[config.mk]
export PLATFORM = sky130hd
export DESIGN_NAME = agc_controller
export DESIGN_NICKNAME = d
export VERILOG_FILES = /design/src/rtl/agc_pkg.sv /design/src/rtl/agc_averager.sv /design/src/rtl/agc_controller.sv
export SDC_FILE = /design/constraint.sdc
export NUM_CORES = 1
export LEC_CHECK = 0
export ABC_AREA = 1
export CAP_MARGIN = 20
export CORE_MARGIN = 4
export CORE_UTILIZATION = 40
export DETAILED_ROUTE_END_ITERATION = 10
export HOLD_SLACK_MARGIN = 0.1
export PLACE_DENSITY = 0.6
export SYNTH_ARGS = -nofsm -noshare
export SYNTH_HDL_FRONTEND = slang
export SYNTH_SLANG_ARGS = --single-unit
[constraint.sdc]
create_clock -name clk -period 2.5 [get_ports clk]
set_input_delay 0.75 -clock clk [delete_from_list [all_inputs] [get_ports clk]]
set_output_delay 0.75 -clock clk [all_outputs]
set_load 0.05 [all_outputs]
[src/rtl/agc_pkg.sv]
// agc_pkg: shared types and widths for the AGC controller slice.
//   agc_state_t : loop FSM states
//   RSSI_W      : width of the Q16.8 RSSI samples
//   ACC_W       : width of the signed sample accumulator
//   GAIN_W      : width of the amplifier gain word (dB)
//   clamp_gain  : saturates an integer gain into [lo, hi]
package agc_pkg;

    typedef enum logic [1:0] {
        IDLE,
        SETTLE,
        ACCUM,
        DECIDE
    } agc_state_t;

    localparam int RSSI_W = 24;
    localparam int ACC_W  = 28;
    localparam int GAIN_W = 8;

    function automatic logic [GAIN_W-1:0] clamp_gain(input int g, input int lo, input int hi);
        if (g < lo)      return GAIN_W'(lo);
        else if (g > hi) return GAIN_W'(hi);
        else             return GAIN_W'(g);
    endfunction

endpackage

[src/rtl/agc_averager.sv]
// agc_averager: sums 2^AVG_LOG2 valid RSSI samples and presents the mean.
//   clk, rst_n : clock, async active-low reset
//   clear      : synchronous clear of sum and sample count
//   valid      : sample qualifier
//   sample     : signed Q16.8 RSSI
//   done       : high in the cycle the final sample of a block is accepted
//   avg        : sum >>> AVG_LOG2, truncated to Q16.8
module agc_averager
    import agc_pkg::*;
#(
    parameter int AVG_LOG2 = 3
) (
    input  logic                     clk,
    input  logic                     rst_n,
    input  logic                     clear,
    input  logic                     valid,
    input  logic signed [RSSI_W-1:0] sample,
    output logic                     done,
    output logic signed [RSSI_W-1:0] avg
);

    localparam logic [4:0] LAST = 5'((1 << AVG_LOG2) - 1);

    logic signed [ACC_W-1:0] acc;
    logic [4:0]              cnt;

    always_ff @(posedge clk or negedge rst_n) begin
        if (!rst_n) begin
            acc <= '0;
            cnt <= '0;
        end else if (clear) begin
            acc <= '0;
            cnt <= '0;
        end else if (valid) begin
            acc <= acc + ACC_W'(sample);   // signed cast sign-extends
            cnt <= cnt + 5'd1;
        end
    end

    // Flagged on the accepting cycle so the FSM reaches DECIDE with the full sum.
    assign done = valid && !clear && (cnt == LAST);
    assign avg  = RSSI_W'(acc >>> AVG_LOG2);

endmodule

[src/rtl/agc_controller.sv]
// agc_controller: closed-loop AGC. Settles after each gain change, averages
// RSSI, then steps the amplifier gain toward a target window.
//   clk, rst_n     : clock, async active-low reset
//   enable_i       : runs the loop while high
//   rssi_dBFS_i    : signed Q16.8 RSSI, qualified by rssi_valid_i
//   gain_o         : amplifier gain (dB)
//   gain_changed_o : one-cycle pulse when gain_o takes a new value
//   locked_o       : last average fell inside the window
// Optional feature macro AGC_MANUAL_OVERRIDE_EN adds manual_en_i and
// manual_gain_i, which force a clamped gain and park the FSM in IDLE.
module agc_controller
    import agc_pkg::*;
#(
    parameter int TARGET_DBFS    = -12,
    parameter int HYST_DB        = 3,
    parameter int GAIN_STEP      = 2,
    parameter int GAIN_MIN       = 0,
    parameter int GAIN_MAX       = 60,
    parameter int GAIN_INIT      = 30,
    parameter int SETTLE_SAMPLES = 4,
    parameter int AVG_LOG2       = 3
) (
    input  logic              clk,
    input  logic              rst_n,
    input  logic              enable_i,
    input  logic [RSSI_W-1:0] rssi_dBFS_i,
    input  logic              rssi_valid_i,
`ifdef AGC_MANUAL_OVERRIDE_EN
    input  logic              manual_en_i,
    input  logic [GAIN_W-1:0] manual_gain_i,
`endif
    output logic [GAIN_W-1:0] gain_o,
    output logic              gain_changed_o,
    output logic              locked_o
);

    localparam logic signed [RSSI_W-1:0] WIN_HI = RSSI_W'((TARGET_DBFS + HYST_DB) * 256);
    localparam logic signed [RSSI_W-1:0] WIN_LO = RSSI_W'((TARGET_DBFS - HYST_DB) * 256);
    localparam logic [7:0]               SETTLE_LAST = 8'(SETTLE_SAMPLES - 1);

    agc_state_t               state_q, state_d;
    logic [7:0]               settle_cnt;
    logic                     avg_done;
    logic signed [RSSI_W-1:0] avg;
    logic                     above, below;
    logic [GAIN_W-1:0]        gain_req;
    logic                     manual_hold;

`ifdef AGC_MANUAL_OVERRIDE_EN
    assign manual_hold = manual_en_i;
`else
    assign manual_hold = 1'b0;
`endif

    agc_averager #(.AVG_LOG2(AVG_LOG2)) u_avg (
        .clk    (clk),
        .rst_n  (rst_n),
        .clear  (state_q != ACCUM),
        .valid  (rssi_valid_i && (state_q == ACCUM)),
        .sample (rssi_dBFS_i),
        .done   (avg_done),
        .avg    (avg)
    );

    // Window bounds themselves are in-window.
    assign above = (avg > WIN_HI);
    assign below = (avg < WIN_LO);

    always_comb begin
        gain_req = gain_o;
        if (above)
            gain_req = clamp_gain(int'(gain_o) - GAIN_STEP, GAIN_MIN, GAIN_MAX);
        else if (below)
            gain_req = clamp_gain(int'(gain_o) + GAIN_STEP, GAIN_MIN, GAIN_MAX);
    end

    always_ff @(posedge clk or negedge rst_n) begin
        if (!rst_n) state_q <= IDLE;
        else        state_q <= state_d;
    end

    always_comb begin
        state_d = state_q;
        if (!enable_i || manual_hold) begin
            state_d = IDLE;
        end else begin
            case (state_q)
                IDLE:    state_d = SETTLE;
                SETTLE:  if (rssi_valid_i && settle_cnt == SETTLE_LAST) state_d = ACCUM;
                ACCUM:   if (avg_done) state_d = DECIDE;
                DECIDE:  state_d = (gain_req != gain_o) ? SETTLE : ACCUM;
                default: state_d = IDLE;
            endcase
        end
    end

    always_ff @(posedge clk or negedge rst_n) begin
        if (!rst_n) begin
            settle_cnt <= '0;
        end else if (state_q == SETTLE) begin
            if (rssi_valid_i)
                settle_cnt <= (settle_cnt == SETTLE_LAST) ? 8'd0 : settle_cnt + 8'd1;
        end else begin
            settle_cnt <= '0;
        end
    end

    always_ff @(posedge clk or negedge rst_n) begin
        if (!rst_n) begin
            gain_o         <= GAIN_W'(GAIN_INIT);
            gain_changed_o <= 1'b0;
        end else begin
            gain_changed_o <= 1'b0;
`ifdef AGC_MANUAL_OVERRIDE_EN
            if (manual_hold) begin
                gain_o         <= clamp_gain(int'(manual_gain_i), GAIN_MIN, GAIN_MAX);
                gain_changed_o <= (clamp_gain(int'(manual_gain_i), GAIN_MIN, GAIN_MAX) != gain_o);
            end else
`endif
            if (state_q == DECIDE && enable_i) begin
                gain_o         <= gain_req;
                gain_changed_o <= (gain_req != gain_o);
            end
        end
    end

    always_ff @(posedge clk or negedge rst_n) begin
        if (!rst_n)
            locked_o <= 1'b0;
        else if (manual_hold || state_d == IDLE)
            locked_o <= 1'b0;
        else if (state_q == DECIDE)
            locked_o <= !above && !below;
    end

endmodule

# Word level (Yosys, flattened, before mapping)
# Index checks and enable logic that the tools add are counted.
dict set report classes {
  reduce_logical 13
  n_addsub 5
  mux 21
  order_cmp 6
  n_eq_ne 8
}
# op n
set op_table {}
lappend op_table {{two-way mux 8 bit} 9}
lappend op_table {{two-way mux 28 bit} 2}
lappend op_table {{adder 28 x 24 -> 28 bit} 1}
lappend op_table {{> comparator 24 x 13 -> 1 bit (second input constant)} 1}
lappend op_table {{less-than comparator 24 x 13 -> 1 bit (second input constant)} 1}
lappend op_table {{less-than comparator 9 x 1 -> 1 bit (second input constant)} 2}
lappend op_table {{two-way mux 5 bit} 2}
lappend op_table {{adder 8 x 2 -> 9 bit (second input constant)} 1}
lappend op_table {{> comparator 9 x 6 -> 1 bit (second input constant)} 1}
lappend op_table {{> comparator 9 x 7 -> 1 bit (second input constant)} 1}
lappend op_table {{subtractor 8 x 2 -> 9 bit (second input constant)} 1}
lappend op_table {{adder 8 x 1 -> 8 bit (second input constant)} 1}
lappend op_table {{equality test 8 x 2 -> 1 bit (second input constant)} 1}
lappend op_table {{two-way mux 2 bit} 4}
lappend op_table {{inequality test 8 bit} 1}
lappend op_table {{case mux 2 bit (4 select lines)} 1}
lappend op_table {{logical AND 1 bit} 6}
lappend op_table {{adder 5 x 1 -> 5 bit (second input constant)} 1}
lappend op_table {{equality test 5 x 3 -> 1 bit (second input constant)} 1}
lappend op_table {{equality test 2 bit (second input constant)} 2}
lappend op_table {{logical NOT 2 bit} 2}
lappend op_table {{inequality test 2 bit (second input constant)} 2}
lappend op_table {{nonzero test 2 bit} 2}
lappend op_table {{logical NOT 1 bit} 3}
lappend op_table {{other kinds (2)} 4}
dict set report word_totals {
  word_cells 60
  ff_bits 53
  in_bits 28
}

# Depth between registers and ports, before layout
dict set report depth {
  depth_word 12
  ltp_mapped 21
  mapped_depth_nobuf 20
}

# Hierarchy
# A second synthesis with hierarchy kept.
dict set report unflattened {
  cells_unflattened 842
  hier_area_um2 5171.2
}
# module seq_area_each_um2 cells_per_inst area_per_inst_um2 instances
set modules_own_cells {}
lappend modules_own_cells {agc_averager 800.8 562 3384.5 1}
lappend modules_own_cells {agc_controller 505.5 280 1786.7 1}

# Worst setup path after synthesis
# Ideal clock, no wire load.
dict set report synth_path {
  kind {input -> register}
  startpoint {in rssi_dBFS_i[0]}
  endpoint {reg u_avg.acc[14]}
  setup_time_ps 121
  stages 12
  path_slack_ps -99
  t_arrival_ps 2478
  required_time_ps 2379
  cell_sequence {ha_1 -> fa_1 -> a31oi_1 -> o21ai_1 -> a21oi_1 -> o21bai_1 -> nand2_1 -> nand2_1 -> a21boi_1 -> nand2_1 -> nand2_1 -> o21ai_1}
}
dict set report synth_between {
  elab_chain_len 3
}
# item line
set synth_lines {}
lappend synth_lines {{start: declaration} agc_controller.sv:26} ;# input logic [RSSI_W-1:0] rssi_dBFS_i,
lappend synth_lines {{adder 28 x 24 -> 28 bit} agc_averager.sv:35} ;# acc <= acc + ACC_W'(sample);
lappend synth_lines {{two-way mux 28 bit} agc_averager.sv:34} ;# end else if (valid) begin
lappend synth_lines {{two-way mux 28 bit} agc_averager.sv:31} ;# end else if (clear) begin
lappend synth_lines {{end signal: assignment} agc_averager.sv:35}
lappend synth_lines {{end: declaration} agc_averager.sv:24} ;# logic signed [ACC_W-1:0] acc;
# No other way between the ends. The select of a mux whose other input is x is not followed.
# A chain may end at the register's enable or synchronous reset.

# Worst setup path after layout
dict set report layout_path {
  startpoint {in rssi_dBFS_i[12]}
  endpoint {reg u_avg.acc[23]}
}
# The elaborated chain is that of the path after synthesis.

==> impl_table.tex <==
\begin{tabular}{lr}
\hline
Metric & Value \\
\hline
\multicolumn{2}{l}{\textbf{Timing}} \\
\quad Setup repair after global routing missed its margin & true \\
\quad Timing-limited maximum frequency & 399 MHz \\
\quad Setup TNS & -0.00828 ns \\
\quad Period utilization & 1.00 \\
\quad Final period demand of the worst path & between 2 and 3 ns \\
\quad Final hold slack & roughly 0.42 ns \\
\quad Slew at the pin closest to its max-slew limit & between 0.5 and 0.6 ns \\
\quad Setup slack of the critical path after layout & -0.00828 ns \\
\quad Max-slew headroom & 0.600 \\
\quad Final number of hold-violating endpoints & 0 \\
\quad Fin. max-slew vios & 0 \\
\quad Final setup violating endpoints & 1 \\
\quad Fin Clk Skew & $\sim$0.0096 ns \\
\multicolumn{2}{l}{\textbf{Route}} \\
\quad Average vias per placed instance & about 5.1 \\
\quad DRC & 0 \\
\quad Routed wire per std cell & between 10 and 15 um \\
\quad First-pass detailed-route iteration total & 7 \\
\quad Vias after detailed routing & 4,572 \\
\quad Remaining antenna violation count after routing & 0 \\
\quad Detailed Route Iter0 Violations & 286 \\
\quad Routed wire length & 12.5 mm \\
\multicolumn{2}{l}{\textbf{Worst setup path}} \\
\quad R2R Path Start & gain\_o[1]\$\_DFFE\_PN1P\_ \\
\quad Worst setup path startpoint & rssi\_dBFS\_i[12] \\
\quad Capture instance of the worst register-to-register path & state\_q[0]\$\_DFF\_PN0\_ \\
\quad Category of the most critical setup path & in2reg \\
\quad Largest stage delay on the critical path & about 0.30 ns \\
\quad Depth of the worst register-to-register path & 18 \\
\quad Master of the slowest instance on the critical path & sky130\_fd\_sc\_hd\_\_ha\_4 \\
\quad Signal arrival time at the worst endpoint & about 2.7 ns \\
\quad Family of cells with the greatest summed delay on the critical path & simple AND/OR/NAND/NOR gates \\
\quad List of cells traversed by the critical path & dlygate4sd2\_1 -> ha\_4 -> nand2\_2 -> nor4\_2 -> buf\_4 -> nand4\_1 -> nand3\_2 -> a21o\_1 -> a31oi\_2 -> or2\_0 -> nand3\_1 -> nand2\_1 \\
\quad Buffering stage count on the worst path with inverters included & 2 \\
\quad Critical path capture point type & flop \\
\quad CP Data Required Time & about 2.7 ns \\
\quad Setup crit end & u\_avg.acc[23]\$\_DFFE\_PN0P\_ \\
\quad Slack of the worst reg-to-reg path & between 0.15 and 0.2 ns \\
\quad Setup crit start kind & input pin \\
\quad Largest fanout on the critical path & 4 \\
\quad Crit path depth & 12 \\
\multicolumn{2}{l}{\textbf{Logic synthesis}} \\
\quad Distinct cell type count of the synthesized netlist & 39 \\
\quad FFs w/ async S/R, synth & 1.00 \\
\quad Cell type contributing the most total cell area after synthesis & sky130\_fd\_sc\_hd\_\_dfrtp\_1 \\
\quad Number of synthesized flops with an enable pin & 0 \\
\quad Area of the mapped netlist & between 0.004 and 0.005 mm\^{}2 \\
\quad Part of the Yosys area used for sequential elements & 0.308 \\
\quad Net count of the mapped netlist & 695 \\
\quad Flops \& latches, synth & 52 \\
\quad Most area-consuming cells after synthesis & sky130\_fd\_sc\_hd\_\_dfrtp\_1 (28\%), sky130\_fd\_sc\_hd\_\_nand2\_1 (16\%), sky130\_fd\_sc\_hd\_\_ha\_1 (9.1\%) \\
\quad Flip-flop cell with the highest count after synthesis & sky130\_fd\_sc\_hd\_\_dfrtp\_1 \\
\quad Synth Instances & roughly 640 \\
\quad Share of Yosys cell area claimed by the top area cell type & 0.283 \\
\quad Yosys warning count & 0 \\
\quad Post-Synthesis Mean Instance Area & 6.69 um\^{}2 \\
\multicolumn{2}{l}{\textbf{Cells and area}} \\
\quad Area added between synthesis and finish & 40.3\% \\
\quad Number of standard cells in the layout, taps in and fillers out & 897 \\
\quad Nets & between 800 and 900 \\
\quad Count of fill cells added during filler insertion & 955 \\
\quad Fraction of layout cells with a size suffix above 1 & 0.238 \\
\quad Final antenna diode count & 0 \\
\multicolumn{2}{l}{\textbf{Floorplanning}} \\
\quad Initial cell density of the core & 0.411 \\
\quad Die width & between 100 and 150 um \\
\quad Total core area & just over 0.01 mm\^{}2 \\
\quad Die outline area & 0.0123 mm\^{}2 \\
\quad \# rows & 37 \\
\quad IO Count & 38 \\
\quad Floorplan die height & roughly 110 um \\
\multicolumn{2}{l}{\textbf{Clock tree}} \\
\quad H-tree lvl count & 2 \\
\quad Clock network latency to the later pin of the worst-skew pair & $\sim$0.32 ns \\
\quad Root buffer selected by CTS & sky130\_fd\_sc\_hd\_\_clkbuf\_8 \\
\quad Clock Sinks & 52 \\
\quad Clock-pin slew on the worst setup and hold paths & 0.11 ns \\
\quad Clock tree from TritonCTS & built \\
\quad Max clock buf depth & 2 \\
\quad Number of buffers added by the clock tree synthesis step & 5 \\
\quad Hold buffer count at cts & 0 \\
\multicolumn{2}{l}{\textbf{Power and ir drop}} \\
\quad Pleak & roughly 2.9 nW \\
\quad Peak supply drop & roughly 0.21 mV \\
\quad Areal power density over the cells & around 360 mW/mm\^{}2 \\
\multicolumn{2}{l}{\textbf{Global routing}} \\
\quad First-pass GRT wire length & 20.7 mm \\
\quad Largest net degree at the start of global routing & 32 \\
\quad Overall global routing resource usage & 0.201 \\
\quad Global route total overflow & 0 \\
\quad Antenna violations before repair & 0 \\
\quad Via count of the first global-routing pass & about 4,400 \\
\multicolumn{2}{l}{\textbf{Placement}} \\
\quad Detail Placement HPWL & approximately 9 mm \\
\quad Count of buffers from port buffering & 37 \\
\quad Dpl cells & just under 900 \\
\quad RePlAce Congestion & $\sim$0.9 \\
\quad Worst slack after detailed placement & -0.747 ns \\
\multicolumn{2}{l}{\textbf{Hold path}} \\
\quad Class of the worst hold path & in2async \\
\multicolumn{2}{l}{\textbf{Run status}} \\
\quad Violations in the final reports & setup timing \\
\quad Result of the run & finished with violations \\
\multicolumn{2}{l}{\textbf{Run}} \\
\quad \# Max-Cap Violations & 0 \\
\hline
\end{tabular}
per-layer routing:
layer	vias to the layer above	routed length, um	GRT usage
met5	-	0	0
met2	91	5920	0.334
met3	10	456	0.0267
li1	2345	-	-
met1	2126	5960	0.275
met4	0	130	0.0519
final cells by class:
class                   instances  area (um^2)  share of cell area
multi-input cells             496         3030               0.509
flip-flops and latches         52         1310               0.219
repair buffers                128         1070               0.180
inverters                      77          289              0.0485
well taps                     136          170              0.0286
clock buffers                   6         72.6              0.0122
clock inverters                 2         16.3             0.00273
synthesized netlist by cell type (5+ instances only):
library cell and instances:
sky130_fd_sc_hd__nand3_1 33, sky130_fd_sc_hd__nor4_1 6, sky130_fd_sc_hd__o21bai_1 5, sky130_fd_sc_hd__xor2_1 12
sky130_fd_sc_hd__nor2_1 69, sky130_fd_sc_hd__a31oi_1 8, sky130_fd_sc_hd__a21oi_1 45, sky130_fd_sc_hd__dfrtp_1 48
sky130_fd_sc_hd__inv_1 75, sky130_fd_sc_hd__o21ai_1 9, sky130_fd_sc_hd__ha_1 31, sky130_fd_sc_hd__nand4_1 10
sky130_fd_sc_hd__o21ai_0 39, sky130_fd_sc_hd__nand2_1 181, sky130_fd_sc_hd__nor3_1 7
state kept, by name (all words and copies together) (netlist names):
signal	cells
state_q	2
locked_o	1
gain_o	8
settle_cnt	8
u_avg.cnt	5
u_avg.acc	27
gain_changed_o	1
where the power goes:
| part | internal, mW | total [mW] | switching [mW] | leakage, nW |
|---|---|---|---|---|
| Combinational | 0.292 | 0.690 | 0.399 | 2.15 |
| Sequential | 0.878 | 0.933 | 0.0552 | 0.696 |
| Clock | 0.201 | 0.520 | 0.319 | 0.0414 |
through the flow:
step	util	power, mW	area (um^2)
after global placement	0.513	1.54	5300
after detailed placement	0.513	1.55	5300
after global routing	0.577	2.28	5960
after floorplan	-	1.32	4260
after CTS	0.544	2.09	5620
final	0.577	2.14	5960
cells in the final DEF, fill, tap and decap left out, types with 3 or more instances in the layout:
cell                                n
sky130_fd_sc_hd__nand2_1          168
sky130_fd_sc_hd__buf_4             93
sky130_fd_sc_hd__inv_1             74
sky130_fd_sc_hd__nor2_1            66
sky130_fd_sc_hd__dfrtp_1           48
sky130_fd_sc_hd__o21ai_0           33
sky130_fd_sc_hd__a21oi_1           33
sky130_fd_sc_hd__nand3_1           31
sky130_fd_sc_hd__ha_4              18
sky130_fd_sc_hd__nand2_2           16
sky130_fd_sc_hd__o21ai_1           13
sky130_fd_sc_hd__xor2_1            12
sky130_fd_sc_hd__clkdlybuf4s50_1   12
sky130_fd_sc_hd__ha_1              11
sky130_fd_sc_hd__dlygate4sd2_1     11
sky130_fd_sc_hd__nand4_1           10
sky130_fd_sc_hd__a21oi_2           10
sky130_fd_sc_hd__dlymetal6s2s_1     8
sky130_fd_sc_hd__nor3_1             7
sky130_fd_sc_hd__nor2_2             7
sky130_fd_sc_hd__clkbuf_8           5
sky130_fd_sc_hd__nor4_1             4
sky130_fd_sc_hd__a31oi_1            4
sky130_fd_sc_hd__a21o_1             4
sky130_fd_sc_hd__o31ai_1            4
sky130_fd_sc_hd__dfstp_2            4
sky130_fd_sc_hd__o32ai_1            3
sky130_fd_sc_hd__nand3b_1           3
sky130_fd_sc_hd__o21bai_1           3
sky130_fd_sc_hd__o22ai_1            3
worst min-delay path by stage:
stage	endpoint	slack, ns
4_1_cts	u_avg.acc[17]$_DFFE_PN0P_	0.41
6_report	u_avg.acc[17]$_DFFE_PN0P_	0.42
5_1_grt	u_avg.acc[17]$_DFFE_PN0P_	0.44
3_3_place_gp	u_avg.acc[2]$_DFFE_PN0P_	0.49
2_1_floorplan	gain_changed_o$_DFF_PN0_	0.45
3_5_place_dp	u_avg.acc[0]$_DFFE_PN0P_	0.50
cell families (layout without fill, tap and decap cells):
group	after synthesis	in the layout	synth area share
and+or+nand+nor	322	322	0.317
AOI/OAI and AO/OA	128	128	0.170
buffers and inverters	87	213	0.0799
DFF	52	52	0.308
adders and majority gates	32	32	0.0961
xor gates and xnor gates	14	14	0.0289
repair_timing:
item,in CTS,in global routing
pin swaps,24,25
setup endpoints to repair,15,18
setup buffers,6,13
gates resized for setup,44,53
worst register-to-register path, stage by stage, from the launching register on:
cell                      delay (ns)
sky130_fd_sc_hd__dfstp_2        0.62
sky130_fd_sc_hd__ha_4           0.18
sky130_fd_sc_hd__nand3_1        0.09
sky130_fd_sc_hd__xor2_1         0.24
sky130_fd_sc_hd__inv_1          0.10
sky130_fd_sc_hd__nand3_1        0.11
sky130_fd_sc_hd__nand2_2        0.08
sky130_fd_sc_hd__nand2_4        0.08
sky130_fd_sc_hd__nand2_1        0.07
sky130_fd_sc_hd__nand2_1        0.08
sky130_fd_sc_hd__nand2_1        0.07
sky130_fd_sc_hd__nand2_1        0.06
sky130_fd_sc_hd__nand2_1        0.05
sky130_fd_sc_hd__nor2_1         0.08
sky130_fd_sc_hd__nand3_1        0.10
sky130_fd_sc_hd__nand2_2        0.08
sky130_fd_sc_hd__nand3_1        0.06
sky130_fd_sc_hd__nand2_1        0.06
sky130_fd_sc_hd__inv_1          0.04
No activity file was read; power rests on OpenSTA's default activity.
